## config.mk

```make
export PLATFORM = sky130hd
export DESIGN_NAME = cpu_run_control
export DESIGN_NICKNAME = d
export VERILOG_FILES = /design/src/rtl/cpu_run_pkg.sv /design/src/rtl/sat_counter.sv /design/src/rtl/cpu_run_control.sv
export SDC_FILE = /design/constraint.sdc
export NUM_CORES = 1
export LEC_CHECK = 0
export ABC_AREA = 1
export CAP_MARGIN = 5
export CORE_MARGIN = 1.5
export CORE_UTILIZATION = 30
export DETAILED_ROUTE_END_ITERATION = 8
export HOLD_SLACK_MARGIN = 0.05
export PLACE_DENSITY = 0.62
export SLEW_MARGIN = 10
export SYNTH_ARGS = -nofsm -noshare
export SYNTH_HDL_FRONTEND = slang
export SYNTH_SLANG_ARGS = --single-unit
```

## constraint.sdc

```tcl
create_clock -name clk -period 5.09 [get_ports clk]
set_input_delay 0.509 -clock clk [delete_from_list [all_inputs] [get_ports clk]]
set_output_delay 0.509 -clock clk [all_outputs]
set_load 0.05 [all_outputs]
```

## src/rtl/cpu_run_pkg.sv

```systemverilog
// cpu_run_pkg: shared state encoding, run-status codes and defaults for the run controller.
// Latency: n/a (types, constants and a pure priority function only).
// Backpressure: n/a.
package cpu_run_pkg;

    localparam int          CNT_W             = 32;
    localparam logic [31:0] CNT_MAX           = 32'hFFFF_FFFF;
    localparam int          DEFAULT_EXIT_CODE = 10;

    typedef enum logic [1:0] {
        ST_IDLE    = 2'd0,
        ST_CPU_RST = 2'd1,
        ST_RUN     = 2'd2,
        ST_DONE    = 2'd3
    } state_t;

    typedef enum logic [2:0] {
        STATUS_NONE      = 3'd0,
        STATUS_EXIT      = 3'd1,
        STATUS_HALT_PC   = 3'd2,
        STATUS_SELF_LOOP = 3'd3,
        STATUS_TIMEOUT   = 3'd4
    } status_t;

    // Resolve coincident end-of-run conditions: EXIT > HALT_PC > SELF_LOOP > TIMEOUT.
    function automatic status_t pick_status(
        input logic exit_hit,
        input logic halt_hit,
        input logic loop_hit,
        input logic tmo_hit
    );
        status_t s;
        s = STATUS_NONE;
        if (exit_hit)      s = STATUS_EXIT;
        else if (halt_hit) s = STATUS_HALT_PC;
        else if (loop_hit) s = STATUS_SELF_LOOP;
        else if (tmo_hit)  s = STATUS_TIMEOUT;
        return s;
    endfunction

endpackage

```

## src/rtl/sat_counter.sv

```systemverilog
// sat_counter: 32-bit up-counter with clear and enable that sticks at all-ones.
// Latency: count reflects clear/enable one cycle after they are sampled.
// Backpressure: none; enable is honoured every cycle, clear wins over enable.
module sat_counter
    import cpu_run_pkg::*;
(
    input  logic             clk,
    input  logic             reset,
    input  logic             clear,
    input  logic             enable,
    output logic [CNT_W-1:0] count
);

    // Count up while enabled, hold once saturated, clear on demand.
    always_ff @(posedge clk or posedge reset) begin
        if (reset) begin
            count <= '0;
        end else if (clear) begin
            count <= '0;
        end else if (enable && (count != CNT_MAX)) begin
            count <= count + 32'd1;
        end
    end

endmodule

```

## src/rtl/cpu_run_control.sv

```systemverilog
// cpu_run_control: sequences CPU reset, run and stop; detects exit/halt-pc/self-loop/timeout.
// Latency: start -> CPU_RST next edge; end condition in a RUN cycle -> DONE at the following edge.
// Backpressure: none; start is only accepted in IDLE or DONE and dropped elsewhere.
module cpu_run_control
    import cpu_run_pkg::*;
#(
    parameter int PC_W            = 32,
    parameter int CPU_RST_CYCLES  = 2,
    parameter int TIMEOUT_CYCLES  = 100,
    parameter int SELF_LOOP_LIMIT = 4,
    parameter int EXIT_CODE       = DEFAULT_EXIT_CODE
)(
    input  logic            clk,
    input  logic            reset,
    input  logic            start,
    input  logic [PC_W-1:0] pc,
    input  logic            instr_retire,
    input  logic            syscall,
    input  logic [31:0]     v0,
    input  logic            halt_pc_en,
    input  logic [PC_W-1:0] halt_pc,
    output logic            cpu_reset,
    output logic            running,
    output logic            done,
    output logic [2:0]      status,
    output logic [31:0]     cycle_count,
    output logic [31:0]     instr_count
);

    localparam int RST_CNT_W = (CPU_RST_CYCLES > 1) ? $clog2(CPU_RST_CYCLES) : 1;
    localparam logic [RST_CNT_W-1:0] RST_LAST = RST_CNT_W'(CPU_RST_CYCLES - 1);
    localparam logic [31:0] TMO_LAST  = 32'(TIMEOUT_CYCLES - 1);
    localparam logic [31:0] LOOP_LIM  = 32'(SELF_LOOP_LIMIT);
    localparam logic [31:0] EXIT_V0   = 32'(EXIT_CODE);

    state_t                state, state_nxt;
    status_t               status_q, status_nxt;
    logic [RST_CNT_W-1:0]  rst_cnt, rst_cnt_nxt;

    // Self-loop tracker: last retired pc and how many times in a row it retired.
    logic [PC_W-1:0]       last_pc;
    logic                  loop_vld;
    logic [31:0]           loop_cnt, loop_cnt_nxt;

    logic                  in_run;
    logic                  start_acc;
    logic                  exit_hit, halt_hit, loop_hit, tmo_hit;
    status_t               term;

    // End-of-run condition detection for the current RUN cycle.
    always_comb begin
        exit_hit = instr_retire && syscall && (v0 == EXIT_V0);
        halt_hit = instr_retire && halt_pc_en && (pc == halt_pc);

        loop_cnt_nxt = 32'd1;
        if (loop_vld && (pc == last_pc)) begin
            loop_cnt_nxt = (loop_cnt == CNT_MAX) ? loop_cnt : loop_cnt + 32'd1;
        end
        loop_hit = instr_retire && (SELF_LOOP_LIMIT != 0) && (loop_cnt_nxt == LOOP_LIM);

        // cycle_count still holds the pre-increment value, so this is RUN cycle TIMEOUT_CYCLES.
        tmo_hit  = (TIMEOUT_CYCLES != 0) && (cycle_count == TMO_LAST);

        term     = pick_status(exit_hit, halt_hit, loop_hit, tmo_hit);
    end

    // Next-state, status latch and output decode.
    always_comb begin
        state_nxt   = state;
        status_nxt  = status_q;
        rst_cnt_nxt = rst_cnt;
        start_acc   = 1'b0;
        in_run      = 1'b0;
        cpu_reset   = 1'b1;
        running     = 1'b0;
        done        = 1'b0;
        status      = STATUS_NONE;

        case (state)
            ST_IDLE: begin
                if (start) begin
                    start_acc   = 1'b1;
                    state_nxt   = ST_CPU_RST;
                    rst_cnt_nxt = '0;
                    status_nxt  = STATUS_NONE;
                end
            end
            ST_CPU_RST: begin
                if (rst_cnt == RST_LAST) begin
                    state_nxt = ST_RUN;
                end else begin
                    rst_cnt_nxt = rst_cnt + 1'b1;
                end
            end
            ST_RUN: begin
                in_run    = 1'b1;
                cpu_reset = 1'b0;
                running   = 1'b1;
                if (term != STATUS_NONE) begin
                    state_nxt  = ST_DONE;
                    status_nxt = term;
                end
            end
            ST_DONE: begin
                done   = 1'b1;
                status = status_q;
                if (start) begin
                    start_acc   = 1'b1;
                    state_nxt   = ST_CPU_RST;
                    rst_cnt_nxt = '0;
                    status_nxt  = STATUS_NONE;
                end
            end
            default: begin
                state_nxt = ST_IDLE;
            end
        endcase
    end

    // State, CPU-reset countdown and latched status registers.
    always_ff @(posedge clk or posedge reset) begin
        if (reset) begin
            state    <= ST_IDLE;
            status_q <= STATUS_NONE;
            rst_cnt  <= '0;
        end else begin
            state    <= state_nxt;
            status_q <= status_nxt;
            rst_cnt  <= rst_cnt_nxt;
        end
    end

    // Self-loop tracker updates only on retirements inside RUN; a new run starts it fresh.
    always_ff @(posedge clk or posedge reset) begin
        if (reset) begin
            last_pc  <= '0;
            loop_vld <= 1'b0;
            loop_cnt <= '0;
        end else if (start_acc) begin
            last_pc  <= '0;
            loop_vld <= 1'b0;
            loop_cnt <= '0;
        end else if (in_run && instr_retire) begin
            last_pc  <= pc;
            loop_vld <= 1'b1;
            loop_cnt <= loop_cnt_nxt;
        end
    end

    sat_counter u_cycle_cnt (
        .clk    (clk),
        .reset  (reset),
        .clear  (start_acc),
        .enable (in_run),
        .count  (cycle_count)
    );

    sat_counter u_instr_cnt (
        .clk    (clk),
        .reset  (reset),
        .clear  (start_acc),
        .enable (in_run && instr_retire),
        .count  (instr_count)
    );

endmodule
```

== Word-level counts from Yosys, hierarchy flattened ==
Index checks and enable logic that the tools add are counted.
W data, S select, Z words.

* Add/sub/neg operators: 4
* Multipliers: 0
* Div/mod/pow operators: 0
* $lt $le $gt $ge: 0
* Equality and inequality tests: 14
* Shifts and indexed selects: 0
* Muxes and demuxes: 32
* Bitwise gates (word level): 0
* Reduce and logical (&&, ||, !) cells: 20

{| class="wikitable"
|+ Operators by type and width
! operator !! number
|-
| $mux W32 || 10
|-
| $add A32 B1 Y32 const B || 3
|-
| $eq A32 B32 Y1 || 2
|-
| $ne A32 B32 Y1 const B || 2
|-
| $eq A32 B3 Y1 const B || 1
|-
| $eq A32 B32 Y1 const B || 1
|-
| $eq A32 B4 Y1 const B || 1
|-
| $eq A32 B7 Y1 const B || 1
|-
| $mux W3 || 7
|-
| $reduce_bool A2 Y1 || 5
|-
| $logic_and A1 B1 Y1 || 9
|-
| $mux W1 || 9
|-
| $mux W2 || 3
|-
| $pmux W2 S3 || 1
|-
| $pmux W3 S2 || 1
|-
| $reduce_and A3 Y1 || 2
|-
| $eq A2 B2 Y1 const B || 2
|-
| $ne A2 B2 Y1 const B || 2
|-
| $reduce_bool A3 Y1 || 1
|-
| $eq A2 B1 Y1 const B || 1
|-
| $logic_not A2 Y1 || 1
|-
| $ne A2 B1 Y1 const B || 1
|-
| $pmux W1 S2 || 1
|-
| $reduce_and A2 Y1 || 1
|-
| 2 further kinds || 2
|}

* Bits in registers: 135
* Latch bits: 0
* RAM bits: 0
* Bits in read-only memories: 0
* Output and inout bits: 70
* Logic and storage cells: 78
* Memories kept: 0

== Logic depth before layout (Yosys ltp) ==
Gate-level depths: netlist of the first run.

* Depth after elaboration: 11
* Mapped depth: 21

== Modules after synthesis ==
A second synthesis of the first run with hierarchy kept.

* Cells, all modules: 1730
* Area total of the unflattened synthesis: 10727.8 sq um

{| class="wikitable"
|+ By module, submodules not included
! module !! instances !! cells an instance !! area an instance (sq um) !! sequential area each (sq um)
|-
| cpu_run_control || 1 || 1010 || 6178.4 || 1776.7
|-
| sat_counter || 2 || 360 || 2274.7 || 800.8
|}

== Worst setup path before layout of the first run ==
OpenSTA, ideal clock, no wires.

* Path kind: register to register
* From: register u_instr_cnt.count[0]
* To: register u_instr_cnt.count[24]
* Library setup time: 0.121 ns
* Arrival time: 2.373 ns
* Required time: 4.969 ns
* Slack: 2.596 ns
* Stages on the path, launching flop included: 16
* Buffers on the path: 0
* Cell sequence: dfrtp_1 -> ha_1 -> inv_1 -> nor3_1 -> nand2_1 -> inv_2 -> nand4_1 -> nand3_2 -> inv_2 -> nand3_1 -> inv_2 -> nand2_1 -> nor3b_1 -> nand2_1 -> o21ai_1 -> nor2_1

* Word-level cells in the longest chain between the ends: 3
* Elaborated cells on any way between the ends: 6
* Classes of those cells: add/sub (1); eq/ne (1); mux (2); reduce/logical (2)

{| class="wikitable"
|+ RTL lines
! what !! line !! RTL
|-
| start, declared || sat_counter.sv:11 || <nowiki>output logic [CNT_W-1:0] count</nowiki>
|-
| start signal, assigned || sat_counter.sv:21 || <nowiki>count <= count + 32'd1;</nowiki>
|-
| $add A32 B1 Y32 or $ne A32 B32 Y1 (tied branches) || sat_counter.sv:21, sat_counter.sv:20 ||
|-
| $mux W32 or $logic_and A1 B1 Y1 (tied branches) || sat_counter.sv:20 || <nowiki>end else if (enable && (count != CNT_MAX)) begin</nowiki>
|-
| $mux W32 or $reduce_bool A2 Y1 (tied branches) || - ||
|}

Parallel ways exist; a longest one is shown, timed or not. The select of a mux whose other input is x is not followed.
A chain may end at the register's enable or synchronous reset.

== Final worst setup path of the first run ==
* From: register loop_cnt[0]
* To: register state[1]

* Word-level cells in the longest chain between the ends: 11
* Elaborated cells on any way between the ends: 12
* Classes of those cells: add/sub (1); eq/ne (3); mux (5); reduce/logical (3)

{| class="wikitable"
|+ RTL lines
! what !! line !! RTL
|-
| start, declared || cpu_run_control.sv:43 || <nowiki>logic [31:0] loop_cnt, loop_cnt_nxt;</nowiki>
|-
| start signal, assigned || cpu_run_control.sv:146 || <nowiki>loop_cnt <= loop_cnt_nxt;</nowiki>
|-
| $add A32 B1 Y32 or $eq A32 B32 Y1 (tied branches) || cpu_run_control.sv:57 || <nowiki>loop_cnt_nxt = (loop_cnt == CNT_MAX) ? loop_cnt : loop_cnt + 32'd1;</nowiki>
|-
| $mux W32 * || cpu_run_control.sv:57 ||
|-
| $mux W32 * || cpu_run_control.sv:56 || <nowiki>if (loop_vld && (pc == last_pc)) begin</nowiki>
|-
| $eq A32 B3 Y1 * || cpu_run_control.sv:59 || <nowiki>loop_hit = instr_retire && (SELF_LOOP_LIMIT != 0) && (loop_cnt_nxt == LOOP_LIM);</nowiki>
|-
| $logic_and A1 B1 Y1 * || cpu_run_control.sv:59 ||
|-
| $mux W3 * || cpu_run_pkg.sv:36 || <nowiki>else if (loop_hit) s = STATUS_SELF_LOOP;</nowiki>
|-
| $mux W3 * || cpu_run_pkg.sv:35 || <nowiki>else if (halt_hit) s = STATUS_HALT_PC;</nowiki>
|-
| $mux W3 * || cpu_run_pkg.sv:34 || <nowiki>if (exit_hit) s = STATUS_EXIT;</nowiki>
|-
| $reduce_bool A3 Y1 * || cpu_run_control.sv:99 || <nowiki>if (term != STATUS_NONE) begin</nowiki>
|-
| $ne A2 B2 Y1 (no line) * || - ||
|-
| $reduce_and A3 Y1 (no line) * || - ||
|-
| end signal, assigned || cpu_run_control.sv:127 || <nowiki>state <= state_nxt;</nowiki>
|-
| end, declared || cpu_run_control.sv:36 || <nowiki>state_t state, state_nxt;</nowiki>
|}

Mark *: on every way between the ends. The rest lies on a longest branch, timed or not.

==> results of run 1 <==
==> per-stage QoR <==
stage          instance area, sq um  hold WS (ps)
2_1_floorplan                  9440           449
5_1_grt                       12100           524
6_report                      12100           491
3_5_place_dp                  11600           473
3_3_place_gp                  11600           471
4_1_cts                       12100           490
==> registers in the layout, indices dropped and copies added, names as in the netlist <==
name,flops
last_pc,32
loop_cnt,32
u_cycle_cnt.count,32
u_instr_cnt.count,32
status_q,3
state,2
loop_vld,1
rst_cnt,1
==> power groups by stage <==
stage / combinational, mW / sequential (mW) / clock [mW]
finish: 1.34 / 1.34 / 1.24
global route: 1.49 / 1.36 / 1.31
detailed placement: 1.33 / 1.36 / 0
floorplan: 0.829 / 1.39 / 0
CTS: 1.34 / 1.34 / 1.26
global placement: 1.31 / 1.35 / 0
==> final timing paths <==
check	startpoint	end	slack (ps)	depth (start not counted)
worst max-delay path	loop_cnt[0]	state[1]	1560	18
worst min-delay path	status_q[2]	status_q[2]	490	2
worst max register to register	loop_cnt[0]	state[1]	1560	18
worst min register to register	status_q[2]	status_q[2]	490	2
max in group asynchronous	reset	u_instr_cnt.count[29]	3320	3
min in group asynchronous	reset	u_instr_cnt.count[15]	640	2
==> logic make-up (layout without fill, tap and decap cells) <==
kind of cell               count (synthesis)  after routing  synth area share, %
and+or+nand+nor                          852            852                 40.7
buffers and inverters                    249            426                 10.3
AOI/OAI and AO/OA                        180            180                 10.8
DFF                                      135            135                 35.8
xor gates and xnor gates                  16             16                 1.48
adders and majority gates                  7              7                0.928
==> placed cells by master (no fill, tap or decap), types with 2 or more instances in the layout <==
master,n
sky130_fd_sc_hd__buf_4,9
sky130_fd_sc_hd__nor2_4,4
sky130_fd_sc_hd__a31oi_1,4
sky130_fd_sc_hd__clkbuf_16,17
sky130_fd_sc_hd__nand3b_1,7
sky130_fd_sc_hd__o2111ai_1,2
sky130_fd_sc_hd__inv_2,8
sky130_fd_sc_hd__or2_2,16
sky130_fd_sc_hd__nor2_1,157
sky130_fd_sc_hd__clkbuf_8,2
sky130_fd_sc_hd__o22ai_1,57
sky130_fd_sc_hd__nand3_2,3
sky130_fd_sc_hd__xor2_1,13
sky130_fd_sc_hd__clkdlybuf4s50_1,171
sky130_fd_sc_hd__o21ai_1,2
sky130_fd_sc_hd__clkinvlp_4,2
sky130_fd_sc_hd__nor3b_1,5
sky130_fd_sc_hd__nand4_1,71
sky130_fd_sc_hd__ha_1,7
sky130_fd_sc_hd__a21oi_1,49
sky130_fd_sc_hd__inv_6,5
sky130_fd_sc_hd__o21a_1,3
sky130_fd_sc_hd__nand2_1,383
sky130_fd_sc_hd__nand3_1,101
sky130_fd_sc_hd__and3_1,3
sky130_fd_sc_hd__dfrtp_1,135
sky130_fd_sc_hd__nor2_2,7
sky130_fd_sc_hd__clkinv_2,3
sky130_fd_sc_hd__nand2_2,4
sky130_fd_sc_hd__o21ai_0,55
sky130_fd_sc_hd__inv_1,204
sky130_fd_sc_hd__nor3_1,52
sky130_fd_sc_hd__nor4_1,34
sky130_fd_sc_hd__a211oi_1,2
sky130_fd_sc_hd__xnor2_1,3
sky130_fd_sc_hd__a221oi_1,2
==> final cells by class <==
cell class | instances | area, sq um
clock buffers | 20 | 457
clock inverters | 12 | 115
fillers | 3196 | 18600
inverters | 214 | 808
multi-input cells | 1055 | 5100
flip-flops and latches | 135 | 3380
well taps | 396 | 495
repair buffers | 180 | 1780
==> worst reg2reg max path: stages (launching register included) <==
cell	delay (ps)
sky130_fd_sc_hd__dfrtp_1	380
sky130_fd_sc_hd__ha_1	190
sky130_fd_sc_hd__nand2_1	100
sky130_fd_sc_hd__nor2_4	190
sky130_fd_sc_hd__nand2_4	120
sky130_fd_sc_hd__nor2_8	170
sky130_fd_sc_hd__nand3_2	840
sky130_fd_sc_hd__nand2_1	330
sky130_fd_sc_hd__nor2_1	80
sky130_fd_sc_hd__nor2_1	190
sky130_fd_sc_hd__nand2_1	70
sky130_fd_sc_hd__nor2_1	150
sky130_fd_sc_hd__nand2_1	110
sky130_fd_sc_hd__nor2_2	110
sky130_fd_sc_hd__nand2_1	70
sky130_fd_sc_hd__nand3_2	100
sky130_fd_sc_hd__nand3_1	110
sky130_fd_sc_hd__nand2_1	80
sky130_fd_sc_hd__nand2_1	50
==> cells in the mapped netlist (2+ instances only) <==
cell,number
sky130_fd_sc_hd__a21oi_1,49
sky130_fd_sc_hd__buf_1,3
sky130_fd_sc_hd__a221oi_1,2
sky130_fd_sc_hd__nor3_1,52
sky130_fd_sc_hd__nand3_2,3
sky130_fd_sc_hd__o22ai_1,57
sky130_fd_sc_hd__buf_2,4
sky130_fd_sc_hd__a31oi_1,4
sky130_fd_sc_hd__nor4_1,34
sky130_fd_sc_hd__inv_2,8
sky130_fd_sc_hd__o21ai_1,2
sky130_fd_sc_hd__nor2_4,4
sky130_fd_sc_hd__clkbuf_1,24
sky130_fd_sc_hd__and3_1,3
sky130_fd_sc_hd__buf_6,4
sky130_fd_sc_hd__nand3b_1,7
sky130_fd_sc_hd__nor3b_1,5
sky130_fd_sc_hd__xnor2_1,3
sky130_fd_sc_hd__xor2_1,13
sky130_fd_sc_hd__nand4_1,71
sky130_fd_sc_hd__nand3_1,101
sky130_fd_sc_hd__or2_2,16
sky130_fd_sc_hd__nor2_1,160
sky130_fd_sc_hd__o2111ai_1,2
sky130_fd_sc_hd__inv_1,205
sky130_fd_sc_hd__dfrtp_1,135
sky130_fd_sc_hd__o21ai_0,55
sky130_fd_sc_hd__nor2_2,4
sky130_fd_sc_hd__nand2_1,384
sky130_fd_sc_hd__o21a_1,3
sky130_fd_sc_hd__nand2_2,3
sky130_fd_sc_hd__a211oi_1,2
sky130_fd_sc_hd__ha_1,7
==> routing by layer <==
metal | vias up | GRT usage, % | part of all wire (%)
met1 | 4852 | 26.3 | 46
met2 | 345 | 31.6 | 46
met3 | 38 | 4.37 | 6.7
met4 | 0 | 4.74 | 1.5
met5 | - | 0 | 0
li1 | 5128 | - | -
==> out/results.md, run 1 <==
| Step | Quantity | Reported |
|---|---|---|
| run status | Status | finished, final reports clean |
| finish | Share of cells above drive strength 1 | 5.26% |
| setup path | Combined buffer and inverter count along the critical path | 0 |
| synthesis | Synth Instances | 1439 |
| placed design | Routability Congestion | 0.895 |
| finish | Synthesis-to-finish area growth | 28.6% |
| synthesis | Count of distinct cell types in the synthesized netlist | 43 |
| clock network | Buffer depth of the longest clock path | 2 |
| sta | Final setup margin | 1560 ps |
| sta | Sum of negative setup slack | 0 ps |
| floorplanning | Placeable Area | 30700 sq um |
| global routing | Vias in the first global route | 9880 |
| placed design | Port buffer count | 171 |
| sta | Final worst path period share | 69.3% |
| drt | Remaining number of nets flagged by the antenna check after routing | 0 |
| synthesis | Biggest area contributors in the synthesized netlist | sky130_fd_sc_hd__dfrtp_1, sky130_fd_sc_hd__nand2_1, sky130_fd_sc_hd__inv_1 |
| synthesis | Register bit count reported by yosys | 135 |
| power | Total power consumption of the routed design | 3.92 mW |
| sta | Final count of negative-setup-slack endpoints | 0 |
| setup path | Startpoint kind of the worst setup timing path | flop |
| drt | Post-route DRC | 0 |
| synthesis | Post-synthesis cell area | 9440 sq um |
| drt | Post-detailed-route wirelength per cell | 15.7 um |
| global routing | Total congestion overflow after global routing | 0 |
| sta | Worst Max-Slew Pin Slew | 1100 ps |
| setup path | Data arrival time at the worst-slack endpoint | 3850 ps |
| global routing | Global-route wire length before repair | 51300 um |
| clock network | Post-CTS setup-driven buffer insertion count | 0 |
| synthesis | Portion of synthesized cell area occupied by the leading cell type | 35.8% |
| synthesis | Ys Warns | 0 |
| floorplanning | Number of placement rows | 64 |
| drt | Total iterations of the first detailed-routing run | 9 |
| setup path | Required time at the endpoint of the critical path | 5410 ps |
| synthesis | Share of synthesized registers carrying an async set or reset | 100% |
| sta | Number of endpoints with negative hold slack in the final report | 0 |
| floorplanning | Top-level I/O count | 172 |
| placed design | Detailed placer's ending HPWL | 23800 um |
| synthesis | Syn_nets | 1548 |
| synthesis | Count of flip-flops with a built-in enable after synthesis | 0 |
| floorplanning | Die Y | 180 um |
| power | Switching power | 1.56 mW |
| power | Proportion of power drawn by flip-flops and latches | 34.3% |
| synthesis | Post-Syn Area per Cell | 6.56 sq um |
| sta | Time the final worst path needs with I/O delays and setup | 3530 ps |
| placed design | Setup WS pre-CTS | 1580 ps |
| global routing | Maximum number of pins on one net before global-route repair | 93 |
| power | Portion of total power attributed to combinational logic | 34.1% |
| setup path | Most Frequent Cell on Critical Path | sky130_fd_sc_hd__nand2_1 |
| finish | Number of non-filler instances in the completed layout | 2012 |
| setup path | Endpoint kind of the worst setup timing path | flop |
| setup path | Delay of the slowest cell on the worst path | 840 ps |
| finish | Utilization of the core after routing | 39.5% |
| synthesis | Largest area contributor in the synthesized netlist | sky130_fd_sc_hd__dfrtp_1 |
| clock network | CTS tree | yes |
| setup path | Crit path max-delay family | simple AND/OR/NAND/NOR gates |
| setup path | Master of the slowest instance on the critical path | sky130_fd_sc_hd__nand3_2 |
| power | Worst vdd ir | 0.283 mV |
| sta | Pins over their slew limit | 0 |
| clock network | Clock sinks | 135 |
| floorplanning | Overall die width | 180 um |
| global routing | GRT Total Usage | 19.5% |
| drt | Drt first-iter violations | 841 |
| setup path | Kind of critical path | flop to flop |
| power | Leakage power of the design | 5.38 nW |
| worst hold path | Worst hold path type | flop to flop |
| finish | Final net count | 1712 |
| setup path | Series of cell instances along the critical path | ha_1 -> nand2_1 -> nor2_4 -> nand2_4 -> nor2_8 -> nand3_2 -> nand2_1 -> nor2_1 -> nor2_1 -> nand2_1 -> nor2_1 -> nand2_1 -> nor2_2 -> nand2_1 -> nand3_2 -> nand3_1 -> nand2_1 -> nand2_1 |
| sta | Worst slew margin | 26.7% |
| drt | Via count | 10.4k |
| drt | Routed wire length | 31600 um |
| clock network | CTS Hold Buffers Added | 0 |
| sta | Fmax | 284 MHz |
| drt | Routed via count divided by cell count | 5.15 |
| clock network | Clock H-tree levels | 4 |
| placed design | Placed cells | 1980 |
| synthesis | Register area share after synthesis | 35.8% |
| clock network | Clock transition at the register clock pins on the worst setup and hold paths after CTS | 60 ps |
| global routing | Initial antenna violation count | 0 |
| power | Ratio of total power to cell area | 323 nW/um^2 |
| synthesis | Primary flip-flop cell chosen by synthesis mapping | sky130_fd_sc_hd__dfrtp_1 |
| power | Clock share of power | 31.6% |
| flow run | Maximum capacitance violations | 0 |
| clock network | CTS Buf Count | 17 |
| clock network | Insertion delay of the later-clocked pin in the worst-skew pair | 430 ps |
| clock network | Post-cts gate resize count | 0 |
| power | Internal power summed over all cells | 2.36 mW |
| setup path | Critical path fanouts, max | 56 |
| finish | Diodes inserted | 0 |
| floorplanning | Floorplan die area | 32500 sq um |
| floorplanning | Initial standard-cell utilization of the core | 30.7% |
| sta | Unrepaired setup endpoints after global routing | false |
| power | Sw Ratio | 39.8% |
| sta | Setup Skew | 8.60 ps |
| clock network | Buffer cell driving the clock tree root | sky130_fd_sc_hd__clkbuf_16 |
No activity file was read; power rests on OpenSTA's default activity.
==> inputs of run 2 (changes only) <==
--- a/config.mk
+++ b/config.mk
@@ -11,7 +11,7 @@
 export CORE_UTILIZATION = 30
 export DETAILED_ROUTE_END_ITERATION = 8
 export HOLD_SLACK_MARGIN = 0.05
-export PLACE_DENSITY = 0.62
+export PLACE_DENSITY = 0.63
 export SLEW_MARGIN = 10
 export SYNTH_ARGS = -nofsm -noshare
 export SYNTH_HDL_FRONTEND = slang
==> constraint.sdc (replaced) <==
create_clock -name clk -period 2.9 [get_ports clk]
set_input_delay 0.29 -clock clk [delete_from_list [all_inputs] [get_ports clk]]
set_output_delay 0.29 -clock clk [all_outputs]
set_load 0.05 [all_outputs]
==> run 2 against run 1 <==
  * The flow now finishes with violations (design-rule violations)
  * Global-route usage grew 0.55 points
  * First-iteration DRC count grew 10%
  * Core utilization grew 1.3 points
  * Die area is the same
  * Non-clock buffer count grew 28
  * Critical path type unchanged
  * Setup slack lost 1300 ps
  * Routed wire length grew 3.3%
  * Clock-buffer cell count shrank 3
  * Power grew 83%
  * Clock skew grew 12 ps
  * Sequential power grew 75%
==> out/results.md, run 2 (synthesized netlist as in run 1, its figures left out) <==
| Step | Quantity | Reported |
|---|---|---|
| sta | Final setup margin | 232 ps |
| setup path | RR Startpoint | loop_cnt[1] |
| setup path | Master of the slowest instance on the critical path | sky130_fd_sc_hd__dfrtp_1 |
| drt | Post-route DRC | 5 |
| sta | Unrepaired setup endpoints after global routing | false |
| flow run | Maximum capacitance violations | 0 |
| finish | Diodes inserted | 0 |
| floorplanning | Die Y | 180 um |
| setup path | Worst-case reg-to-reg path depth | 19 |
| sta | Worst Max-Slew Pin Slew | 822 ps |
| setup path | Series of cell instances along the critical path | ha_1 -> nand2_1 -> nor2_4 -> nand2_4 -> nor2_8 -> nand3_4 -> buf_12 -> nand2_1 -> nand2_1 -> nand4_1 -> nand2_1 -> nor2_1 -> nand2_1 -> nor2_2 -> nand2_1 -> nand3_2 -> nand3_1 -> nand2_1 -> nand2_1 |
| drt | Via count | 10.5k |
| sta | Time the final worst path needs with I/O delays and setup | 2670 ps |
| global routing | Total congestion overflow after global routing | 0 |
| finish | Synthesis-to-finish area growth | 32.8% |
| finish | Number of non-filler instances in the completed layout | 2040 |
| drt | Drt first-iter violations | 928 |
| power | Worst vdd ir | 0.353 mV |
| clock network | Insertion delay of the later-clocked pin in the worst-skew pair | 440 ps |
| setup path | Combined buffer and inverter count along the critical path | 1 |
| floorplanning | Overall die width | 180 um |
| global routing | Vias in the first global route | 10.1k |
| global routing | Global-route wire length before repair | 52500 um |
| floorplanning | Number of placement rows | 64 |
| drt | Routed wire length | 32600 um |
| global routing | GRT Total Usage | 20.0% |
| setup path | R2r setup slk | 230 ps |
| floorplanning | Placeable Area | 30700 sq um |
| sta | Setup Skew | 20.1 ps |
| finish | Most frequent cells in the layout | sky130_fd_sc_hd__nand2_1, sky130_fd_sc_hd__inv_1, sky130_fd_sc_hd__clkdlybuf4s50_1 |
| placed design | Setup WS pre-CTS | -44.0 ps |
| setup path | Worst flop-to-flop path endpoint | state[1] |
| worst hold path | Worst hold path type | input port to asynchronous set/reset pin |
| placed design | Detailed placer's ending HPWL | 24700 um |
| sta | Pins over their slew limit | 0 |
| clock network | CTS Hold Buffers Added | 0 |
| run status | Violated checks | design-rule violations |
| sta | Final worst path period share | 92.0% |
| floorplanning | Floorplan die area | 32500 sq um |
| drt | Total iterations of the first detailed-routing run | 8 |
| clock network | Buffer depth of the longest clock path | 2 |
| global routing | Met2 capacity usage during global routing | 32.1% |
| drt | Remaining number of nets flagged by the antenna check after routing | 0 |
| clock network | Buffer cell driving the clock tree root | sky130_fd_sc_hd__clkbuf_16 |
| finish | Area of all placed cells without fillers | 12500 sq um |
| drt | Routed via count divided by cell count | 5.13 |
| clock network | Clock transition at the register clock pins on the worst setup and hold paths after CTS | 70 ps |
| setup path | Startpoint kind of the worst setup timing path | flop |
| clock network | Clock H-tree levels | 4 |
| drt | Post-detailed-route wirelength per cell | 16.0 um |
| power | Leakage power of the design | 5.58 nW |
| floorplanning | Top-level I/O count | 172 |
| sta | Number of endpoints with negative hold slack in the final report | 0 |
| sta | Final count of negative-setup-slack endpoints | 0 |
| placed design | Routability Congestion | 0.933 |
| global routing | Highest-utilization routing layer at the global route stage | met2 |
| global routing | Met1 demand-to-capacity share in global routing | 27.6% |
| setup path | Endpoint kind of the worst setup timing path | flop |
| power | Ratio of total power to cell area | 572 nW/um^2 |
| global routing | Initial antenna violation count | 0 |
| sta | Worst slew margin | 45.1% |
| setup path | Critical path fanouts, max | 28 |
| power | Total power consumption of the routed design | 7.17 mW |
| clock network | Clock sinks | 135 |
| floorplanning | Initial standard-cell utilization of the core | 30.7% |
| placed design | Placed cells | 2004 |
| global routing | Maximum number of pins on one net before global-route repair | 57 |
| finish | Utilization of the core after routing | 40.8% |
| setup path | Most Frequent Cell on Critical Path | sky130_fd_sc_hd__nand2_1 |
| setup path | Delay of the slowest cell on the worst path | 370 ps |
| placed design | Port buffer count | 171 |
| placed design | Area after DPL | 11800 sq um |
| setup path | Data arrival time at the worst-slack endpoint | 2990 ps |
| finish | Most common cell after layout, fill and taps aside | sky130_fd_sc_hd__nand2_1 |
| setup path | Kind of critical path | flop to flop |
| sta | Hold WS | 374 ps |
| finish | Share of cells above drive strength 1 | 7.00% |
| sta | Sum of negative setup slack | 0 ps |
| sta | Fmax | 375 MHz |
| setup path | Crit path max-delay family | simple AND/OR/NAND/NOR gates |
| finish | Final net count | 1740 |
| clock network | CTS tree | yes |
| setup path | Required time at the endpoint of the critical path | 3220 ps |
| run status | Status | complete, but fails checks |
| clock network | CTS Buf Count | 17 |
| global routing | Met3 layer usage reported by global route | 3.82% |
run 2: changes by cell type in the layout (fill, tap and decap cells not counted), moves of 2 or more:
| cell | before | now |
|---|---|---|
| sky130_fd_sc_hd__buf_12 | 0 | 8 |
| sky130_fd_sc_hd__buf_4 | 9 | 28 |
| sky130_fd_sc_hd__clkbuf_8 | 2 | 0 |
| sky130_fd_sc_hd__clkinv_2 | 3 | 0 |
| sky130_fd_sc_hd__clkinv_8 | 0 | 3 |
| sky130_fd_sc_hd__inv_6 | 5 | 2 |
| sky130_fd_sc_hd__inv_8 | 1 | 5 |
run 2: worst max-delay path by stage:
stage | cells past startpoint | from | slack, ps | end
6_report | 19 | loop_cnt[1] | 230 | state[1]
5_1_grt | 19 | loop_cnt[1] | 4 | status_q[1]
4_1_cts | 19 | loop_cnt[1] | 190 | status_q[1]
3_5_place_dp | 21 | pc[28] | -40 | status_q[1]
3_3_place_gp | 21 | pc[3] | 20 | status_q[2]
2_1_floorplan | 15 | u_instr_cnt.count[0] | 410 | u_instr_cnt.count[24]
run 2: per-layer routing:
layer	wire length (um)	vias to the layer above
li1	-	5170
met3	2220	32
met5	0	-
met4	532	0
met2	14900	345
met1	15000	4919
run 2: area by class of cell:
class	count	area, sq um
tap	396	495
inverter	214	807
fill	3246	18200
clock buffer	17	425
timing repair buffer	208	2110
clock inverter	15	206
multi-input combinational	1055	5110
sequential	135	3380
run 2: report_power, final:
part           switching, mW  internal, mW  leakage, nW
registers              0.191          2.16         1.86
logic                   1.64         0.825         3.41
clock network           1.03          1.32        0.302
total                   2.86          4.31         5.58
run 2: timing repair:
action / 4_1_cts / 5_1_grt
endpoints found under the setup margin: 0 / 4
gates resized for setup: 0 / 2
buffers inserted: 0 / 3
